--- config.mk ---
export PLATFORM = sky130hd
export DESIGN_NAME = leddisplay_rx_flat
export DESIGN_NICKNAME = d
export VERILOG_FILES = /design/src/rtl/leddisplay_pkg.sv /design/src/rtl/leddisplay_rx_if.sv /design/src/rtl/leddisplay_rx_sync_edge.sv /design/src/rtl/leddisplay_rx.sv /design/src/flat_wrapper.sv
export SDC_FILE = /design/constraint.sdc
export NUM_CORES = 1
export LEC_CHECK = 0
export ABC_AREA = 1
export CAP_MARGIN = 25
export CORE_MARGIN = 2
export CORE_UTILIZATION = 48
export CTS_CLUSTER_DIAMETER = 30
export DETAILED_ROUTE_END_ITERATION = 12
export GPL_ROUTABILITY_DRIVEN = 0
export PLACE_DENSITY_LB_ADDON = 0.12
export RECOVER_POWER = 100
export SLEW_MARGIN = 15
export SYNTH_ARGS = -nofsm -noshare
export SYNTH_HDL_FRONTEND = slang
export SYNTH_HIERARCHICAL = 1
export SYNTH_SLANG_ARGS = --single-unit
--- constraint.sdc ---
create_clock -name clk -period 2 [get_ports clk]
set_input_delay 0.4 -clock clk [delete_from_list [all_inputs] [get_ports clk]]
set_output_delay 0.4 -clock clk [all_outputs]
set_load 0.1 [all_outputs]
--- src/rtl/leddisplay_pkg.sv ---
// Shared frame layout for the 595-style LED display link.
// Used by both the display driver and the receiver.
package leddisplay_pkg;

  localparam int FRAME_W = 16;
  localparam int SEL_W   = 5;
  localparam int SEG_W   = 8;
  localparam logic [2:0] HDR_VAL = 3'b111;

  localparam int HDR_MSB = 15;
  localparam int HDR_LSB = 13;
  localparam int SEL_MSB = 12;
  localparam int SEL_LSB = 8;
  localparam int SEG_MSB = 7;
  localparam int SEG_LSB = 0;

  typedef struct packed {
    logic [2:0]       hdr;
    logic [SEL_W-1:0] sel;
    logic [SEG_W-1:0] seg;
  } frame_t;

  function automatic frame_t split_frame(input logic [FRAME_W-1:0] raw);
    frame_t f;
    f.hdr = raw[HDR_MSB:HDR_LSB];
    f.sel = raw[SEL_MSB:SEL_LSB];
    f.seg = raw[SEG_MSB:SEG_LSB];
    return f;
  endfunction

endpackage

--- src/rtl/leddisplay_rx_if.sv ---
// Serial display link as emitted by the display driver (data, shift clock, latch clock).
interface leddisplay_rx_if;
  logic ser;
  logic sck;
  logic rck;

  modport master (output ser, sck, rck);
  modport slave  (input  ser, sck, rck);
endinterface

--- src/rtl/leddisplay_rx_sync_edge.sv ---
// Two-flop synchronizer followed by a registered rising-edge detector.
module sync_edge (
  input  logic clk,
  input  logic rstn,
  input  logic din,
  output logic level,
  output logic rise
);

  logic meta;
  logic prev;

  always_ff @(posedge clk or negedge rstn) begin
    if (!rstn) begin
      meta  <= 1'b0;
      level <= 1'b0;
      prev  <= 1'b0;
    end else begin
      meta  <= din;
      level <= meta;
      prev  <= level;
    end
  end

  assign rise = level & ~prev;

endmodule

--- src/rtl/leddisplay_rx.sv ---
// Snoops the serial display link, emulates the 16-bit shift/storage registers
// and decodes each latched frame into per-digit segment bytes.
module leddisplay_rx
  import leddisplay_pkg::*;
#(
  parameter int          NUM     = 4,
  parameter bit          MODE    = 1'b0,
  parameter logic [31:0] TIMEOUT = 32'd1_000_000
) (
  input  logic             clk,
  input  logic             rstn,
  leddisplay_rx_if.slave   link,
  output logic [NUM*8-1:0] led_out,
  output logic [NUM-1:0]   digit_valid,
  output logic             upd_valid,
  output logic [SEL_W-1:0] upd_sel,
  output logic             frame_err,
  output logic             link_alive
);

  logic ser_lvl, ser_rise;
  logic sck_lvl, sck_rise;
  logic rck_lvl, rck_rise;

  sync_edge u_ser (.clk(clk), .rstn(rstn), .din(link.ser), .level(ser_lvl), .rise(ser_rise));
  sync_edge u_sck (.clk(clk), .rstn(rstn), .din(link.sck), .level(sck_lvl), .rise(sck_rise));
  sync_edge u_rck (.clk(clk), .rstn(rstn), .din(link.rck), .level(rck_lvl), .rise(rck_rise));

  // Only the rise of sck/rck and the level of ser carry information.
  logic unused_sync;
  assign unused_sync = ser_rise ^ sck_lvl ^ rck_lvl;

  logic [FRAME_W-1:0] shreg;
  logic [FRAME_W-1:0] frame;
  logic               pend;

  // A same-cycle latch sees the pre-shift contents, like a 595 with tied clocks.
  always_ff @(posedge clk or negedge rstn) begin
    if (!rstn) begin
      shreg <= '0;
      frame <= '0;
      pend  <= 1'b0;
    end else begin
      pend <= rck_rise;
      if (rck_rise) frame <= shreg;
      if (sck_rise) shreg <= {shreg[FRAME_W-2:0], ser_lvl};
    end
  end

  frame_t           fld;
  logic             frame_ok;
  logic [SEL_W-1:0] slot;

  always_comb begin
    fld      = split_frame(frame);
    frame_ok = (fld.hdr == HDR_VAL) && (32'(fld.sel) < 32'(NUM));
    slot     = MODE ? fld.sel : SEL_W'(NUM - 1) - fld.sel;
  end

  logic [31:0] to_cnt;

  always_ff @(posedge clk or negedge rstn) begin
    if (!rstn) begin
      led_out     <= '0;
      digit_valid <= '0;
      upd_valid   <= 1'b0;
      upd_sel     <= '0;
      frame_err   <= 1'b0;
      link_alive  <= 1'b0;
      to_cnt      <= '0;
    end else begin
      upd_valid <= 1'b0;
      frame_err <= 1'b0;
      if (pend) begin
        if (frame_ok) begin
          for (int i = 0; i < NUM; i++) begin
            if (32'(slot) == 32'(i)) begin
              led_out[i*8 +: 8] <= fld.seg;
              digit_valid[i]    <= 1'b1;
            end
          end
          upd_sel   <= fld.sel;
          upd_valid <= 1'b1;
        end else begin
          frame_err <= 1'b1;
        end
      end
      // Alive drops on the very edge where the idle count reaches TIMEOUT.
      if (pend && frame_ok) begin
        to_cnt     <= '0;
        link_alive <= 1'b1;
      end else if (to_cnt < TIMEOUT) begin
        to_cnt <= to_cnt + 32'd1;
        if (to_cnt == TIMEOUT - 32'd1) link_alive <= 1'b0;
      end else begin
        link_alive <= 1'b0;
      end
    end
  end

endmodule
--- src/flat_wrapper.sv ---
// flat-port wrapper written by rule: the top's interface ports become plain ports
module leddisplay_rx_flat import leddisplay_pkg::*;
#(
  parameter int          NUM     = 4,
  parameter bit          MODE    = 1'b0,
  parameter logic [31:0] TIMEOUT = 32'd1_000_000
)
  (clk, rstn, led_out, digit_valid, upd_valid, upd_sel, frame_err, link_alive, link_ser, link_sck, link_rck);
  leddisplay_rx_if link_i ();
  input  logic clk;
  input  logic rstn;
  output logic [NUM*8-1:0] led_out;
  output logic [NUM-1:0] digit_valid;
  output logic upd_valid;
  output logic [SEL_W-1:0] upd_sel;
  output logic frame_err;
  output logic link_alive;
  input wire logic [$bits(link_i.ser)-1:0] link_ser;
  input wire logic [$bits(link_i.sck)-1:0] link_sck;
  input wire logic [$bits(link_i.rck)-1:0] link_rck;
  assign link_i.ser = link_ser;
  assign link_i.sck = link_sck;
  assign link_i.rck = link_rck;
  leddisplay_rx #(.NUM(NUM), .MODE(MODE), .TIMEOUT(TIMEOUT)) u_core (.clk(clk), .rstn(rstn), .link(link_i), .led_out(led_out), .digit_valid(digit_valid), .upd_valid(upd_valid), .upd_sel(upd_sel), .frame_err(frame_err), .link_alive(link_alive));
endmodule
* Word-level counts from Yosys, hierarchy flattened
Index checks and enable logic that the tools add are counted.
** Storage, ports and cells
- Register bits :: 117
- Bits of input ports :: 5
- Output and inout port bits :: 44
- Logic and storage cells :: 56
** Cells by class
- Bitwise logic cells :: 4
- Reductions and logical operators :: 9
- Order comparisons :: 2
- Equal/unequal tests :: 6
- Add/subtract/negate cells :: 2
- Mux-type cells :: 9
** Operator list (count)
- $mux W32 :: 2
- $add A32 B1 Y32 const B :: 1
- $eq A32 B20 Y1 const B :: 1
- $lt A32 B20 Y1 const B :: 1
- $reduce_and A3 Y1 :: 4
- $eq A5 B2 Y1 const B :: 2
- $mux W1 :: 7
- $eq A5 B1 Y1 const B :: 1
- $logic_not A5 Y1 :: 1
- $lt A5 B3 Y1 const B :: 1
- $sub A2 B5 Y5 const A :: 1
- $eq A3 B3 Y1 const B :: 1
- $ne A3 B2 Y1 const B :: 1
- $and A1 B1 Y1 :: 2
- $logic_and A1 B1 Y1 :: 2
- $not A1 Y1 :: 2
- $reduce_and A2 Y1 :: 1
- $reduce_bool A2 Y1 :: 1

* Longest topological paths before layout
Gate-level depths: netlist of run 1.
- Depth after elaboration :: 4
- Mapped depth :: 11
- Gate-level depth less buffers :: 11

* Hierarchy
The synthesis of run 1 kept the hierarchy.
** Modules (own cells, without submodules)
- leddisplay_rx :: cells an instance 551, area each 4911.0 µm², seq. area each 2727.6 µm², times used 1
- sync_edge :: cells an instance 5, area each 85.1 µm², seq. area each 75.1 µm², times used 3

* Worst setup path after synthesis of run 1
Ideal clock, no wire load.
- Kind :: flip-flop to flip-flop
- From :: reg u_core.to_cnt[0]
- To :: reg u_core.to_cnt[14]
- Setup time :: 0.117 ns
- Period minus slack after synthesis :: 1.522 ns
- Path buffers :: 0
- Data arrival time :: 1.406 ns
- Cell stages (with the launch flop) :: 9
- Setup slack :: 0.478 ns
- Required time :: 1.883 ns
- Path through :: dfrtp_1 ha_1 nand3_1 nor2_1 nand3_1 xor2_1 nor2_1 nand2_1 nand2_1
** Between the ends
- Cells in the longest elaborated chain, start to end :: 3
- Elaborated cells between the ends (all ways) :: 5
- Classes of those cells :: add/sub (1); order compare (1); mux (2); reduce/logical (1)
** RTL lines
- start, declared :: RTL line leddisplay_rx.sv:60 : logic [31:0] to_cnt;
- start signal, assigned :: RTL line leddisplay_rx.sv:93 : to_cnt <= to_cnt + 32'd1;
- $add A32 B1 Y32 :: RTL line leddisplay_rx.sv:93
- $mux W32 :: RTL line leddisplay_rx.sv:92 : end else if (to_cnt < TIMEOUT) begin
- $mux W32 :: RTL line leddisplay_rx.sv:89 : if (pend && frame_ok) begin
Parallel ways exist; a longest one is shown, timed or not. The select of a mux whose other input is x is not followed.
A chain may end at the register's enable or synchronous reset.

* Worst setup path after layout of run 1
- From :: reg u_core.led_out[14]
- To :: out led_out[14]
** RTL lines
- start, declared :: RTL line leddisplay_rx.sv:13 : output logic [NUM*8-1:0] led_out,
- start signal, assigned by index :: RTL line leddisplay_rx.sv:78 : led_out[i*8 +: 8] <= fld.seg;
- end, declared :: RTL line flat_wrapper.sv:12 : output logic [NUM*8-1:0] led_out;
No word-level cell between the ends.

==> run metrics, run 1 <==
vias per std cell 4.96; Total Wirelength 10.6 mm; Met1 Wirelength 4.99 mm; H-tree lvl count 4; # diodes 0; IO Port Bufs 48; fin nets 626; max cap viols 0; Starting Density 0.495; crit end category output pin; initial antenna violation count 0; worst hold slack 0.348 ns; DR iter-0 viols 163; max_slew headroom 0.540; Via Count 3812; Hold Vio Cnt, Final 0; Residual DRC 0; routed len/inst 13.8 um; Layout Skew 0.00587 ns; Syn Area/Cell 9.11 um2; Synth warnings 6; crit-path cells clkbuf_2; Max clock buf depth 2; Syn-to-layout area delta 16.2%; setup bufs post-CTS 0; fraction of layout cells with a size suffix above 1 0.158; Tmin final 1.76 ns; WP data arrival 1.36 ns; post-route design area 0.00596 mm2; final std cells w/o fill 768; CTS tree done; TNS Setup 0 ns; Routed met2 length 4.84 mm; CP top delay family buffers and inverters; Peak supply drop 0.000664 V; largest net degree at the start of global routing 66; iteration count of the initial detailed-routing pass 4; critical path required time 1.60 ns; Least-Margin Pin Slew 0.690 ns; worst skew pair latency 0.52 ns; clock slew seen by the registers of the worst setup and hold paths 0.06 ns; Slowest cell on crit path clkbuf_2; clk sinks 117; Die H 107 um; number of nets still failing antenna checks after routing 0; hpwl dp 7.05 mm; Worst Hold Class flip-flop to flip-flop; gr usage total 0.208; critical path startpoint category flip-flop; CTS root buffer clkbuf_8; die width 107 um; LEAKAGE 0.00298 uW; Worst Path Max Fanout 2; syn_nets 569; Tcrit/Tclk final 0.878; DP Area 0.00563 mm2; Highest Clock Rate 569 MHz; DR top layer met4; # rows 37; cell count after synthesis 563; GRT overflow 0; die area 0.0115 mm2; slowest cell delay on critical path 0.47 ns; met3 WL 568 um; synthesized cell area 0.00513 mm2; Bufs and invs on worst path 1; vias in the first global route 3788; count of pins over their slew limit 0; Core ar. 0.0104 mm2; first-pass GRT wire length 18.3 mm; Inst Count DP 736; PD cells 1090 mW/mm2; CTS buffer count 17; I/O pins 49; Final Setup Violations 0; outcome completed; RSZ-0062 raised after global routing false; kind of critical path flip-flop to output pin
==> cell type report <==
type / count / area, um2
Clock buffer: 22 / 433
Clock inverter: 9 / 130
Fill cell: 981 / 4410
Inverter: 70 / 263
Multi-Input combinational cell: 355 / 1710
Sequential cell: 117 / 2930
Tap cell: 136 / 170
Timing Repair Buffer: 59 / 334
==> sequential cells by signal (all words and copies together) (netlist names), 4 cells and up <==
name and flops:
u_core/led_out 32, u_core/to_cnt 32, u_core/fld 16, u_core/shreg 16, u_core/upd_sel 5, u_core/digit_valid 4
==> final timing paths <==
check,start,end,slack (ns),cells past startpoint
hold / removal,u_core/u_rck/meta$_DFF_PN0_,u_core/u_rck/level$_DFF_PN0_,0.35,0
max in group asynchronous,rstn,u_core/digit_valid[2]$_DFFE_PN0P_,0.46,3
min in group asynchronous,rstn,u_core/upd_sel[3]$_DFFE_PN0N_,0.46,2
setup / recovery,u_core/led_out[14]$_DFFE_PN0P_,led_out[14],0.24,1
hold reg to reg,u_core/u_rck/meta$_DFF_PN0_,u_core/u_rck/level$_DFF_PN0_,0.35,0
setup reg to reg,u_core/fld[11]$_DFFE_PN0P_,u_core/to_cnt[14]$_DFFE_PN0P_,0.26,9
==> where the power goes <==
| part | switching, uW | total (uW) | internal (uW) | leakage (uW) |
|---|---|---|---|---|
| Combinational | 581 | 829 | 249 | 0.00118 |
| Sequential | 169 | 2760 | 2590 | 0.00154 |
| Clock | 1030 | 2910 | 1880 | 0.000261 |
| Total | 1780 | 6500 | 4720 | 0.00298 |
==> cell usage in the layout (no fill, tap or decap), drive strengths merged <==
cell type    instances
buf                  6
dfrtp              117
clkbuf              71
bufinv               3
nand2              144
clkinvlp             4
xor2                 9
clkinv               2
nand3               35
xnor2                1
nand4               23
nor2                65
and2                 2
nor3                 4
a21oi               10
inv                 70
or2                  1
o21ai               60
dlygate4sd3          4
ha                   1
==> worst reg2reg max path, delay by kind of cell, from the launching register on <==
family                 cells  cell delay [ns]
and+or+nand+nor            7             0.76
buffers and inverters      2             0.51
DFF                        1             0.35
==> routing by layer <==
metal / track usage / vias up
met5: 0 / -
met4: 0.0980 / 0
li1: - / 1900
met3: 0.0623 / 17
met1: 0.273 / 1812
met2: 0.318 / 83
==> stage by stage <==
step | power (uW) | utilization | setup slack [ns]
global placement | 3660 | 0.543 | 0.261
global route | 6810 | 0.575 | 0.0571
CTS | 6620 | 0.598 | 0.181
detailed placement | 3680 | 0.543 | 0.205
floorplan | 3420 | - | 0.478
finish | 6500 | 0.575 | 0.244
==> repair_timing <==
item | CTS | global route
resized for setup | 0 | 1
hold endpoints to repair | 26 | 0
hold buffers | 1 | 0
endpoints found under the setup margin | 0 | 1
Power figures use the tool's default switching activity.
==> inputs of run 2 (changes only) <==
Settings changed: MAX_ROUTING_LAYER set to met4.
Clock period 2 ns to 1.75 ns, I/O delays scaled along.
==> run 2 against run 1 <==
Compared with the run above: combinational power increased by 24%; core utilization up 3.0 points; critical path depth increased by 9; flip-flop and latch count did not move; power grew 18%; sequential share of layout area shrank 2.4 points; hold slack worse by 0.0022 ns; non-clock buffer count up 10; final cell count up 1.6%; global-route usage grew 1.5 points; setup slack lost 0.093 ns; wire length is 9.3% higher; largest cell class unchanged; largest power group unchanged.
==> run metrics, run 2 (synthesis gave the netlist of run 1 again) <==
Final Setup Violations 0 (unchanged); most common cell after layout, fill and taps aside nand2_1 (unchanged); met3 WL 576 um (was 568 um); crit-path cells inv_1 > nand2_4 > nor2_4 > nand2_4 > nor2_8 > buf_4 > nand4_4 > buf_4 > nand2_1 > o21ai_0 (was clkbuf_2); Top Registers u_core/led_out: 32 flops, u_core/to_cnt: 32 flops (unchanged); Residual DRC 0 (unchanged); Worst Hold Class flip-flop to flip-flop (unchanged); Hold Path Cell Cnt 0 (unchanged); switching power 2090 uW (was 1780 uW); H-tree lvl count 4 (unchanged); count of pins over their slew limit 0 (unchanged); # rows 37 (unchanged); PD cells 1220 mW/mm2 (was 1090 mW/mm2); clock slew seen by the registers of the worst setup and hold paths 0.05 ns (was 0.06 ns); LEAKAGE 0.00309 uW (was 0.00298 uW); Starting Density 0.495 (unchanged); hpwl dp 7.49 mm (was 7.05 mm); crit end category flip-flop (was output pin); vias in the first global route 3827 (was 3788); outcome completed (unchanged); worst skew pair latency 0.52 ns (about the same); Total Wirelength 11.6 mm (was 10.6 mm); # fillers 927 (was 981); worst hold start u_core/u_sck/meta$_DFF_PN0_ (was u_core/u_rck/meta$_DFF_PN0_); I/O pins 49 (unchanged); R2R cell count 10 (was 9); switching share of power 0.273 (was 0.274); worst hold slack 0.345 ns (was 0.348 ns); Layout Skew 0.00581 ns (was 0.00587 ns); Tmin final 1.60 ns; Routed met2 length 5.75 mm (was 4.84 mm); initial antenna violation count 0 (unchanged); gr usage total 0.223 (was 0.208); Clock Power Share 0.453 (was 0.448); vias per std cell 5.03 (was 4.96); fin nets 637 (was 626); TNS Setup 0 ns (unchanged); internal power 5560 uW (was 4720 uW); GRT overflow 0 (unchanged); critical path required time 2.14 ns (was 1.60 ns); Bufs and invs on worst path 3 (was 1); die width 107 um (unchanged); iteration count of the initial detailed-routing pass 4 (unchanged); Least-Margin Pin Slew 0.660 ns (was 0.690 ns); reg2reg start u_core/fld[10]$_DFFE_PN0P_ (was u_core/fld[11]$_DFFE_PN0P_); Worst R2R Setup Slack 0.15 ns (was 0.26 ns); WP data arrival 1.99 ns (was 1.36 ns); most frequent cells in the layout nand2_1 (139), dfrtp_1 (115), inv_1 (67), nor2_1 (59), clkbuf_4 (46) (was nand2_1 (140), dfrtp_1 (117), inv_1 (67), nor2_1 (60), o21ai_0 (59)); first-pass GRT wire length 19.1 mm (was 18.3 mm); IO Port Bufs 48 (unchanged); fraction of layout cells with a size suffix above 1 0.193 (was 0.158); Worst Path Max Fanout 17 (was 2); largest net degree at the start of global routing 49 (was 66); CP top delay family buffers and inverters (unchanged); number of nets still failing antenna checks after routing 0 (unchanged); CTS tree done (unchanged); kind of critical path flip-flop to flip-flop (was flip-flop to output pin); # diodes 0 (unchanged); Slowest cell on crit path dfrtp_1 (was clkbuf_2); Peak supply drop 0.000813 V (was 0.000664 V); Core ar. 0.0104 mm2 (unchanged); reg-to-reg endpoint u_core/led_out[8]$_DFFE_PN0P_ (was u_core/to_cnt[14]$_DFFE_PN0P_); max_slew headroom 0.560 (was 0.540); Met1 Wirelength 5.17 mm (was 4.99 mm); critical path startpoint category flip-flop (unchanged); sequential share of power 0.413 (was 0.425); routed len/inst 14.8 um (was 13.8 um); Via Count 3920 (was 3812); DR iter-0 viols 233 (was 163); Tcrit/Tclk final 0.914; Logic pwr share 0.134 (was 0.128); CTS buffer count 17 (unchanged); Highest Clock Rate 625 MHz; RSZ-0062 raised after global routing false (unchanged); die area 0.0115 mm2 (unchanged); CTS root buffer clkbuf_8 (unchanged); Max clock buf depth 2 (unchanged); DR top layer met4 (unchanged); Syn-to-layout area delta 22.2% (was 16.2%); Die H 107 um (unchanged); slowest cell delay on critical path 0.36 ns (was 0.47 ns); max cap viols 0 (unchanged); clk sinks 117 (unchanged); Hold Vio Cnt, Final 0 (unchanged); hold path endpoint u_core/u_sck/level$_DFF_PN0_ (was u_core/u_rck/level$_DFF_PN0_)
[run 2: area by class of cell]
| cell class | count | area (um2) | share of cell area |
|---|---|---|---|
| clock inverters | 6 | 88.8 | 0.0142 |
| inverters | 70 | 265 | 0.0423 |
| multi-input cells | 356 | 1760 | 0.281 |
| well taps | 136 | 170 | 0.0271 |
| clock buffers | 26 | 518 | 0.0826 |
| repair buffers | 69 | 539 | 0.0860 |
| flip-flops and latches | 117 | 2930 | 0.467 |
[run 2: how the worst max path moves through the flow]
| stage | to | cells after the start | from | slack [ns] |
|---|---|---|---|---|
| after detailed placement | u_core/link_alive$_DFFE_PN0P_ | 6 | u_core/to_cnt[1]$_DFFE_PN0P_ | -0.09 |
| after global placement | u_core/to_cnt[14]$_DFFE_PN0P_ | 8 | u_core/to_cnt[1]$_DFFE_PN0P_ | -0.005 |
| after floorplan | u_core/to_cnt[14]$_DFFE_PN0P_ | 8 | u_core/to_cnt[0]$_DFFE_PN0P_ | 0.23 |
| final | u_core/led_out[8]$_DFFE_PN0P_ | 10 | u_core/fld[10]$_DFFE_PN0P_ | 0.15 |
| after global routing | u_core/to_cnt[2]$_DFFE_PN0P_ | 11 | u_core/to_cnt[11]$_DFFE_PN0P_ | 0.003 |
| after CTS | u_core/link_alive$_DFFE_PN0P_ | 6 | u_core/to_cnt[1]$_DFFE_PN0P_ | 0.04 |
[run 2: timing repair]
item	4_1_cts	5_1_grt
endpoints found under the hold margin	21	0
setup endpoints to repair	2	33
cloned	0	1
hold buffers	1	0
buffers inserted	0	2
resized for setup	1	8
pin swaps	0	1
[run 2: per-layer routing]
layer	global-route usage	vias to the layer above
met1	0.280	1906
li1	-	1920
met5	-	-
met2	0.341	86
met4	0.0797	0
met3	0.0745	8
[run 2: power groups by stage]
stage | sequential (uW) | clock, uW | combinational, uW
floorplan | 3290 | 0 | 618
global placement | 3200 | 0 | 1050
detailed placement | 3220 | 0 | 1090
CTS | 3170 | 3530 | 1100
global route | 3190 | 3670 | 1150
finish | 3160 | 3460 | 1030
[run 2: metrics by stage]
stage               cell area, um2   util  total power, uW  std cells  setup slack [ns]
global placement              6250  0.603             4250        744          -0.00488
detailed placement            6250  0.603             4300        744           -0.0915
global route                  6270  0.605             8010        780           0.00259
CTS                           6870  0.663             7800        777            0.0394
finish                        6270  0.605             7650        780             0.151
floorplan                     5130      -             3900        563             0.228
==> inputs of run 3 (changes only) <==
Settings changed: GPL_ROUTABILITY_DRIVEN 0 to not set.
Clock period 1.75 ns to 1.6 ns, I/O delays scaled along.
==> run 3 against run 2 <==
Compared with the run above: the flow now finishes with violations (setup timing); die area is the same; register-to-register slack lost 0.15 ns; combinational power grew 25%; non-clock buffer count grew 11; sequential share of layout area shrank 4.9 points; flip-flop and latch count is the same; clock power grew 8.4%; global-route usage shrank 0.64 points; hold slack gained 0.0066 ns; maximum frequency shrank 0.15%; first-iteration DRC count shrank 6.9%; clock-buffer cell count shrank 3.
==> run metrics, run 3 (synthesis gave the netlist of run 1 again) <==
Tmin final 1.60 ns (about the same); Tcrit/Tclk final 1.00 (was 0.914); Hold Vio Cnt, Final 0 (unchanged); crit end category flip-flop (unchanged); worst skew pair latency 0.51 ns (was 0.52 ns); fraction of layout cells with a size suffix above 1 0.248 (was 0.193); slowest cell delay on critical path 0.32 ns (was 0.36 ns); die width 107 um (unchanged); Hold Path Cell Cnt 0 (unchanged); most frequent cells in the layout nand2_1 (137), dfrtp_1 (114), inv_1 (66), nor2_1 (54), buf_12 (48) (was nand2_1 (139), dfrtp_1 (115), inv_1 (67), nor2_1 (59), clkbuf_4 (46)); Least-Margin Pin Slew 0.778 ns (was 0.660 ns); reg2reg start u_core/fld[15]$_DFFE_PN0P_ (was u_core/fld[10]$_DFFE_PN0P_); Core ar. 0.0104 mm2 (unchanged); failing checks setup timing; count of pins over their slew limit 0 (unchanged); max_slew headroom 0.481 (was 0.560); H-tree lvl count 4 (unchanged); Worst R2R Setup Slack -0.001 ns (was 0.15 ns); # fillers 813 (was 927); initial antenna violation count 0 (unchanged); TNS Setup -0.00129 ns (was 0 ns); clk sinks 117 (unchanged); Top Registers u_core/led_out: 32 flops, u_core/to_cnt: 32 flops (unchanged); worst hold start u_core/u_sck/meta$_DFF_PN0_ (unchanged); IO Port Bufs 48 (unchanged); pre-CTS setup slack 0.0263 ns (was -0.0915 ns); crit-path cells inv_1 > nor3_4 > nand2_4 > nor2_8 > nand3_4 > nand2_1 > o21ai_2 (was inv_1 > nand2_4 > nor2_4 > nand2_4 > nor2_8 > buf_4 > nand4_4 > buf_4 > nand2_1 > o21ai_0); Die H 107 um (unchanged); RePlAce Congestion 0.852; CTS tree done (unchanged); Residual DRC 0 (unchanged); critical path startpoint category flip-flop (unchanged); Total Wirelength 10.8 mm (was 11.6 mm); number of nets still failing antenna checks after routing 0 (unchanged); RSZ-0062 raised after global routing true (was false); max cap viols 0 (unchanged); CTS root buffer clkbuf_8 (unchanged); reg-to-reg endpoint u_core/led_out[2]$_DFFE_PN0P_ (was u_core/led_out[8]$_DFFE_PN0P_); # rows 37 (unchanged); Starting Density 0.495 (unchanged); hold path endpoint u_core/u_sck/level$_DFF_PN0_ (unchanged); iteration count of the initial detailed-routing pass 4 (unchanged); Highest Clock Rate 624 MHz (was 625 MHz); worst hold slack 0.352 ns (was 0.345 ns); critical path required time 2.00 ns (was 2.14 ns); clock slew seen by the registers of the worst setup and hold paths 0.05 ns (about the same); routed len/inst 13.7 um (was 14.8 um); vias per std cell 4.98 (was 5.03); WP data arrival 2.00 ns (was 1.99 ns); Worst Path Max Fanout 17 (unchanged); Final Setup Violations 1 (was 0); Worst Hold Class flip-flop to flip-flop (unchanged); I/O pins 49 (unchanged); Syn-to-layout area delta 36.6% (was 22.2%); Via Count 3933 (was 3920); Peak supply drop 0.000673 V (was 0.000813 V); DR iter-0 viols 217 (was 233); Max clock buf depth 2 (unchanged); CTS buffer count 17 (unchanged); worst setup margin -0.00129 ns (was 0.151 ns); first-pass GRT wire length 18.8 mm (was 19.1 mm); # diodes 0 (unchanged); kind of critical path flip-flop to flip-flop (unchanged); most common cell after layout, fill and taps aside nand2_1 (unchanged); outcome finished, violations left (was completed); gr usage total 0.217 (was 0.223); GRT overflow 0 (unchanged); fin nets 647 (was 637); Slowest cell on crit path dfrtp_1 (unchanged); hpwl dp 7.54 mm (was 7.49 mm); die area 0.0115 mm2 (unchanged); PD cells 1210 mW/mm2 (was 1220 mW/mm2); R2R cell count 7 (was 10); LEAKAGE 0.00333 uW (was 0.00309 uW); largest net degree at the start of global routing 68 (was 49); Layout Skew 0.00576 ns (was 0.00581 ns); vias in the first global route 3881 (was 3827); CP startpoint u_core/fld[15]$_DFFE_PN0P_ (was u_core/fld[10]$_DFFE_PN0P_)
## run 3: where the power goes
group          switching [uW]  internal [uW]  total [uW]  leakage (uW)
registers                 216           3240        3460       0.00153
logic                     826            462        1290       0.00152
clock network            1260           2480        3750      0.000288
total                    2300           6190        8490       0.00333
## run 3: final cells by class
type	instances	area, um2	share of cell area
Multi-Input combinational cell	355	1850	0.263
Sequential cell	117	2930	0.418
Clock buffer	23	467	0.0666
Clock inverter	9	125	0.0178
Inverter	70	268	0.0382
Tap cell	136	170	0.0243
Timing Repair Buffer	80	1200	0.172
## run 3: through the flow
stage / area [um2] / power (uW) / instances / util
floorplan: 5130 / 4270 / 563 / -
global placement: 6320 / 4710 / 753 / 0.609
detailed placement: 6320 / 4750 / 753 / 0.609
CTS: 6940 / 8530 / 787 / 0.669
global route: 7010 / 8920 / 790 / 0.676
finish: 7010 / 8490 / 790 / 0.676
## run 3: layer usage
metal / GRT usage / vias to the layer above / part of all wire
li1: - / 1942 / -
met1: 0.269 / 1893 / 0.43
met2: 0.338 / 87 / 0.50
met3: 0.0648 / 11 / 0.056
met4: 0.0833 / 0 / 0.013
met5: - / - / 0
## run 3: how the worst max path moves through the flow
stage / end / slack, ns
after CTS: u_core/led_out[11]$_DFFE_PN0P_ / 0.006
after floorplan: u_core/to_cnt[14]$_DFFE_PN0P_ / 0.08
after global placement: u_core/led_out[24]$_DFFE_PN0P_ / 0.07
after detailed placement: u_core/led_out[11]$_DFFE_PN0P_ / 0.03
final: u_core/led_out[2]$_DFFE_PN0P_ / -0.001
after global routing: u_core/led_out[7]$_DFFE_PN0P_ / -0.11
## run 3: timing repair
item / in CTS / in global routing
endpoints found under the setup margin: 1 / 44
endpoints found under the hold margin: 117 / 0
gates resized for setup: 0 / 19
hold buffers: 1 / 0
pin swaps: 1 / 5
setup buffers: 1 / 3
## run 3: worst max-delay path: cells and delay by family, from the launching register on
| family | cells | cell delay (ns) |
|---|---|---|
| compound gates | 1 | 0.06 |
| simple gates | 5 | 1.02 |
| flops | 1 | 0.32 |
| buf+inv | 1 | 0.08 |
